### src/rtl/hs_matmul.sv
// 4x4 complex H x S matrix multiply, one time-shared complex MAC, streamed Y output.
// Define HS_MATMUL_ROUND_EN to round half up before the output shift.
module hs_matmul #(
  parameter int DW   = 16,
  parameter int FRAC = 14
) (
  input  logic          clk,
  input  logic          rst,
  input  logic          in_valid,
  input  logic          in_sel,
  input  logic [3:0]    in_addr,
  input  logic [DW-1:0] in_real,
  input  logic [DW-1:0] in_im,
  input  logic          start,
  input  logic          y_ready,
  output logic          y_valid,
  output logic [3:0]    y_addr,
  output logic [DW-1:0] y_real,
  output logic [DW-1:0] y_im,
  output logic          busy,
  output logic          done
);

  localparam int PW = 2 * DW;
  localparam int AW = 2 * DW + 2;
  localparam logic signed [AW:0] SMAX =
    {{(AW-DW+2){1'b0}}, {(DW-1){1'b1}}};
  localparam logic signed [AW:0] SMIN =
    {{(AW-DW+2){1'b1}}, {(DW-1){1'b0}}};
`ifdef HS_MATMUL_ROUND_EN
  localparam logic signed [AW:0] RND =
    {{(AW-FRAC+1){1'b0}}, 1'b1, {(FRAC-1){1'b0}}};
`endif

  typedef enum logic [1:0] {IDLE, COMPUTE, OUT, DONE} state_e;

  state_e state_q, state_d;
  logic [3:0] idx_q, idx_d;
  logic [1:0] k_q, k_d;
  logic signed [AW-1:0] acc_re_q, acc_re_d;
  logic signed [AW-1:0] acc_im_q, acc_im_d;
  logic y_valid_q, y_valid_d;
  logic [3:0] y_addr_q, y_addr_d;
  logic [DW-1:0] y_re_q, y_re_d;
  logic [DW-1:0] y_im_q, y_im_d;
  logic done_q, done_d;

  logic signed [DW-1:0] h_re_q [16];
  logic signed [DW-1:0] h_im_q [16];
  logic signed [DW-1:0] s_re_q [16];
  logic signed [DW-1:0] s_im_q [16];

  logic signed [DW-1:0] h_r, h_i, s_r, s_i;
  logic signed [PW-1:0] p_rr, p_ii, p_ri, p_ir;
  logic signed [AW-1:0] sum_re, sum_im;
  logic wr_en;

  function automatic logic [DW-1:0] sat_fn(
    input logic signed [AW-1:0] a
  );
    logic signed [AW:0] r;
    logic signed [AW:0] sh;
    r = {a[AW-1], a};
`ifdef HS_MATMUL_ROUND_EN
    r = r + RND;
`endif
    sh = r >>> FRAC;
    if (sh > SMAX)
      return SMAX[DW-1:0];
    else if (sh < SMIN)
      return SMIN[DW-1:0];
    else
      return sh[DW-1:0];
  endfunction

  assign wr_en = in_valid && (state_q == IDLE);

  // H walks row i, S walks column j
  assign h_r = h_re_q[{idx_q[3:2], k_q}];
  assign h_i = h_im_q[{idx_q[3:2], k_q}];
  assign s_r = s_re_q[{k_q, idx_q[1:0]}];
  assign s_i = s_im_q[{k_q, idx_q[1:0]}];

  assign p_rr = PW'(h_r) * PW'(s_r);
  assign p_ii = PW'(h_i) * PW'(s_i);
  assign p_ri = PW'(h_r) * PW'(s_i);
  assign p_ir = PW'(h_i) * PW'(s_r);

  assign sum_re = acc_re_q + AW'(p_rr) - AW'(p_ii);
  assign sum_im = acc_im_q + AW'(p_ri) + AW'(p_ir);

  always_comb begin
    state_d   = state_q;
    idx_d     = idx_q;
    k_d       = k_q;
    acc_re_d  = acc_re_q;
    acc_im_d  = acc_im_q;
    y_valid_d = y_valid_q;
    y_addr_d  = y_addr_q;
    y_re_d    = y_re_q;
    y_im_d    = y_im_q;
    done_d    = 1'b0;
    unique case (state_q)
      IDLE: begin
        if (start) begin
          state_d  = COMPUTE;
          idx_d    = '0;
          k_d      = '0;
          acc_re_d = '0;
          acc_im_d = '0;
        end
      end
      COMPUTE: begin
        acc_re_d = sum_re;
        acc_im_d = sum_im;
        k_d      = k_q + 2'd1;
        if (k_q == 2'd3) begin
          state_d   = OUT;
          y_valid_d = 1'b1;
          y_addr_d  = idx_q;
          y_re_d    = sat_fn(sum_re);
          y_im_d    = sat_fn(sum_im);
        end
      end
      OUT: begin
        if (y_ready) begin
          y_valid_d = 1'b0;
          acc_re_d  = '0;
          acc_im_d  = '0;
          k_d       = '0;
          if (idx_q == 4'd15) begin
            state_d = DONE;
            done_d  = 1'b1;
          end else begin
            state_d = COMPUTE;
            idx_d   = idx_q + 4'd1;
          end
        end
      end
      DONE: begin
        state_d = IDLE;
      end
    endcase
  end

  always_ff @(posedge clk or negedge rst) begin
    if (!rst) begin
      state_q   <= IDLE;
      idx_q     <= '0;
      k_q       <= '0;
      acc_re_q  <= '0;
      acc_im_q  <= '0;
      y_valid_q <= 1'b0;
      y_addr_q  <= '0;
      y_re_q    <= '0;
      y_im_q    <= '0;
      done_q    <= 1'b0;
    end else begin
      state_q   <= state_d;
      idx_q     <= idx_d;
      k_q       <= k_d;
      acc_re_q  <= acc_re_d;
      acc_im_q  <= acc_im_d;
      y_valid_q <= y_valid_d;
      y_addr_q  <= y_addr_d;
      y_re_q    <= y_re_d;
      y_im_q    <= y_im_d;
      done_q    <= done_d;
    end
  end

  always_ff @(posedge clk or negedge rst) begin
    if (!rst) begin
      for (int n = 0; n < 16; n++) begin
        h_re_q[n] <= '0;
        h_im_q[n] <= '0;
        s_re_q[n] <= '0;
        s_im_q[n] <= '0;
      end
    end else if (wr_en) begin
      if (in_sel) begin
        s_re_q[in_addr] <= in_real;
        s_im_q[in_addr] <= in_im;
      end else begin
        h_re_q[in_addr] <= in_real;
        h_im_q[in_addr] <= in_im;
      end
    end
  end

  assign y_valid = y_valid_q;
  assign y_addr  = y_addr_q;
  assign y_real  = y_re_q;
  assign y_im    = y_im_q;
  assign busy    = (state_q != IDLE);
  assign done    = done_q;

endmodule

### config.mk
export PLATFORM = sky130hd
export DESIGN_NAME = hs_matmul
export DESIGN_NICKNAME = d
export VERILOG_FILES = /design/src/rtl/hs_matmul.sv
export SDC_FILE = /design/constraint.sdc
export NUM_CORES = 2
export LEC_CHECK = 0
export BUFFER_PORTS_ARGS = -buffer_cell sky130_fd_sc_hd__buf_2
export CORE_MARGIN = 4
export CORE_UTILIZATION = 40
export DETAILED_ROUTE_END_ITERATION = 6
export PLACE_DENSITY = 0.63
export SYNTH_ARGS = -nofsm -noshare
export SYNTH_HDL_FRONTEND = slang
export SYNTH_SLANG_ARGS = --single-unit
### constraint.sdc
create_clock -name clk -period 10.1 [get_ports clk]
set_clock_uncertainty 0.15 [all_clocks]
set_input_delay 1.515 -clock clk [delete_from_list [all_inputs] [get_ports clk]]
set_output_delay 1.515 -clock clk [all_outputs]
set_load 0.01 [all_outputs]
==> out/results.txt <==
status -> finished clean
library cells used by synthesis -> 76
Die H -> 490 um
area of the core -> 231,000 um2
syn_area_per_cell -> 11.8 um2
Starting Density -> 40.3%
post-synth top area share -> 30.6%
Final min period -> 9.92 ns
clock sinks -> 1,138
routed via count -> 60,637
worst min path class -> reg2reg
Final WS setup -> 0.177 ns
RR Endpoint -> y_real[8]$_DFFE_PN0P_
Area after DPL -> 100,000 um2
Longest Clk Path Bufs -> 3
Yosys warnings -> 0
ys async rst share -> 100%
Slew HR -> 25.4%
RSZ-0062 raised after global routing -> true
Synth Area in Simple Gates -> 5.86%
dpl ws -> -0.290 ns
GR met2 Demand/Resource -> 38.8%
Root Driver -> clkbuf_16
CTS buffer count -> 130
Antenna Nets Post-Route -> 0
EDFF count, synth -> 0
CP dominant cell by count -> fa_1
CP startpoint -> idx_q[0]$_DFFE_PN0P_
gr ovfl total -> 0
area leader, netlist -> dfrtp_1
Crit Path Max Fanout -> 15
worst r2r path cells -> 31
DRC -> 0
Synth Flop Type -> dfrtp_1
CTS tree -> built
Hold EP -> y_addr[3]$_DFFE_PN0P_
proportion of layout cells with a drive suffix above 1 -> 28.4%
Total Nets Final -> 9,806
area grow syn2layout -> 14.1%
global-route wire length before repair -> 428,000 um
WHS Path Cells -> 2
Worst EP arrival -> 10.43 ns
max_cap viols -> 0
post-synthesis compound-gate area fraction -> 2.66%
Post-Synth XOR/XNOR Area -> 0.881%
number of global-route vias before repair -> 66,672
Iteration-0 DRC Markers -> 4,309
largest net degree at the start of global routing -> 179
max-slew violations -> 0
# IOs -> 81
# fillers -> 20,742
clock slew at reported path FFs -> 0.07 ns
Post-Synthesis Cells -> 7,878
launch point of the worst hold path -> y_addr[3]$_DFFE_PN0P_
H-tree depth -> 4
Vias/cell -> 5.36
reg-to-reg startpoint -> idx_q[0]$_DFFE_PN0P_
cell area after synthesis -> 93,000 um2
area of the multi-input gates -> 57,800 um2
PortBufs -> 80
GRT Util Overall -> 23.6%
area of the die -> 240,000 um2
RePlAce Congestion -> 0.984
initial antenna violation count -> 18
Fin. Hold Viols -> 0
DR WL/cell -> 24.9 um
Final Cycle Share -> 98.3%
final instance area -> 106,000 um2
mux cell area share after synthesis -> 20.1%
critical path class -> reg2reg
Routed Wire Length -> 282,000 um
CP max stage cell -> mux4_2
FMAX -> 0.101 GHz
Synth area leaders -> dfrtp_1 31%, fa_1 28%, mux2_2 13%, mux4_2 6.8%, inv_1 6.0%
later-pin clock latency in the skew report -> 0.81 ns
R2R setup slack -> 0.18 ns
dpl hpwl -> 208,000 um
Critical Path Start Type -> flip-flop
row cnt -> 176
global-route met3 utilization -> 4.91%
syn nets -> 9,516
slowest cell delay on critical path -> 0.69 ns
part of the Yosys area used for sequential elements -> 30.6%
Worst EP required -> 10.61 ns
largest family of logic cells by synthesized area -> adder cells
GRT busiest layer -> met2
Setup crit end kind -> flip-flop
FF/Latch Area -> 28,500 um2
number of setup violations in the final report -> 0
hold_buf cts -> 0
actual slew at the worst max-slew pin -> 1.12 ns
GR Layer Usage met1 -> 31.2%
post-synthesis register bit count -> 1,138
Adder-Cell Fraction of Synth Area -> 31.9%
TritonRoute pass-1 iters -> 5
die width -> 490 um
==> cells in the mapped netlist (2+ instances only) <==
cell type  count
nor3_1        17
a311oi_1       4
xnor2_1       57
a31oi_1        8
buf_2         40
clkbuf_1     351
and3_1        11
a221o_1        2
a21o_1        31
a211oi_1       5
a221oi_1       2
clkinv_1       6
or2_2          7
nor2b_1       15
o21a_1        38
o21ai_1       21
o21ai_0       84
and4_1         4
xor2_1        34
a21oi_1       61
o21bai_1       5
nand3_1       22
a21boi_0       2
dfrtp_1     1138
and2_1        44
nand3b_1       3
mux4_2       279
o211ai_1       4
ha_1         306
a22o_1        46
a22oi_1       14
mux2_2      1066
nand2_1      652
inv_1       1477
nand2b_1      34
fa_1        1290
o31ai_1        3
nand4_1        5
nor2_1       517
buf_1         84
mux2i_1       43
a21oi_2       11
a311o_1        2
==> final cells by class <==
| type | count | area share (%) |
|---|---|---|
| diodes | 12 | 0.0283 |
| clock buffers | 185 | 3.53 |
| clock inverters | 47 | 0.807 |
| inverters | 1483 | 5.26 |
| multi-input cells | 4781 | 54.4 |
| flip-flops and latches | 1138 | 26.8 |
| well taps | 3026 | 3.57 |
| repair buffers | 634 | 5.54 |
==> what timing repair did <==
action,4_1_cts,5_1_grt
resized for setup,9,121
setup endpoints to repair,34,37
pin swaps,1,28
setup buffers,6,45
endpoints found under the hold margin,0,0
cloned,1,6
==> stage by stage <==
stage | hold WS, ns | std cells | TNS, ns | util, %
6_report | 0.323 | 11306 | 0 | 46.0
5_1_grt | 0.352 | 11304 | -0.448 | 46.0
4_1_cts | 0.328 | 11244 | 0 | 45.6
3_5_place_dp | 0.312 | 11005 | -6.79 | 43.5
3_3_place_gp | 0.312 | 11005 | -5.20 | 43.5
2_1_floorplan | 0.300 | 7878 | 0 | -
==> how the worst max path moves through the flow <==
stage                                         to  slack (ns)  depth (start not counted)
after floorplan             y_im[10]$_DFFE_PN0P_        0.06                         32
after global placement      y_im[11]$_DFFE_PN0P_       -0.31                         30
after detailed placement     y_im[4]$_DFFE_PN0P_       -0.29                         30
after CTS                  y_real[8]$_DFFE_PN0P_       0.007                         34
after global routing      y_real[13]$_DFFE_PN0P_       -0.05                         31
final                      y_real[8]$_DFFE_PN0P_        0.18                         31
==> cell usage in the layout, fill, tap and decap left out, types with 9 or more instances in the layout <==
| cell | Yosys | layout |
|---|---|---|
| a21o_1 | 31 | 31 |
| clkinv_16 | 0 | 11 |
| nor3_1 | 17 | 9 |
| clkinv_2 | 0 | 14 |
| nor2b_1 | 15 | 14 |
| nand3_1 | 22 | 19 |
| o21a_1 | 38 | 33 |
| a22oi_1 | 14 | 14 |
| inv_1 | 1477 | 1468 |
| o21ai_4 | 0 | 11 |
| buf_4 | 1 | 437 |
| fa_1 | 1290 | 1277 |
| o21ai_2 | 0 | 21 |
| xnor2_1 | 57 | 57 |
| o21ai_1 | 21 | 16 |
| clkbuf_16 | 0 | 135 |
| nand2_1 | 652 | 626 |
| bufinv_16 | 0 | 11 |
| clkbuf_1 | 351 | 26 |
| nand2b_1 | 34 | 34 |
| a21oi_1 | 61 | 56 |
| mux2i_1 | 43 | 41 |
| and3_1 | 11 | 10 |
| nand2_2 | 0 | 23 |
| diode_2 | 0 | 12 |
| fa_2 | 0 | 13 |
| a21oi_2 | 11 | 16 |
| xor2_1 | 34 | 34 |
| ha_1 | 306 | 301 |
| mux4_2 | 279 | 279 |
| dfrtp_1 | 1138 | 1132 |
| buf_6 | 1 | 21 |
| o21ai_0 | 84 | 57 |
| nor2_1 | 517 | 510 |
| clkbuf_8 | 0 | 29 |
| a22o_1 | 46 | 46 |
| buf_12 | 0 | 81 |
| buf_2 | 40 | 79 |
| mux2_2 | 1066 | 1066 |
| and2_1 | 44 | 44 |
==> logic make-up (layout without fill, tap and decap cells) <==
| family | Yosys count | after routing |
|---|---|---|
| flip-flops | 1138 | 1138 |
| buffers and inverters | 1960 | 2349 |
| AO/OA/AOI/OAI | 363 | 364 |
| other | 0 | 12 |
| adder cells (fa/ha/maj) | 1596 | 1596 |
| XOR/XNOR | 92 | 92 |
| AND/OR/NAND/NOR | 1341 | 1341 |
| multiplexers | 1388 | 1388 |
==> critical path: cells and delay by family, from the launching register on <==
kind / cells / cell delay [ns]
adder cells (fa/ha/maj): 9 / 4.35
AO/OA/AOI/OAI: 8 / 1.81
multiplexers: 2 / 1.18
buffers and inverters: 9 / 1.15
flip-flops: 1 / 0.56
AND/OR/NAND/NOR: 3 / 0.55
==> registers in the layout (all words and copies together), names as in the netlist <==
signal    cells
acc_im_q     34
acc_re_q     34
done          1
h_im_q      256
h_re_q      256
idx_q         4
k_q           2
s_im_q      256
s_re_q      256
state_q       2
y_addr        4
y_im         16
y_real       16
y_valid       1
==> layer usage <==
layer | up-vias | part of all wire, %
met4 | 14 | 4.1
li1 | 25464 | -
met2 | 1871 | 48
met1 | 32798 | 41
met5 | - | 0.034
met3 | 490 | 6.9
Power is left out: the tool's default activity adds up to more than one toggle a clock period on the data nets, which glitch-free logic cannot reach.
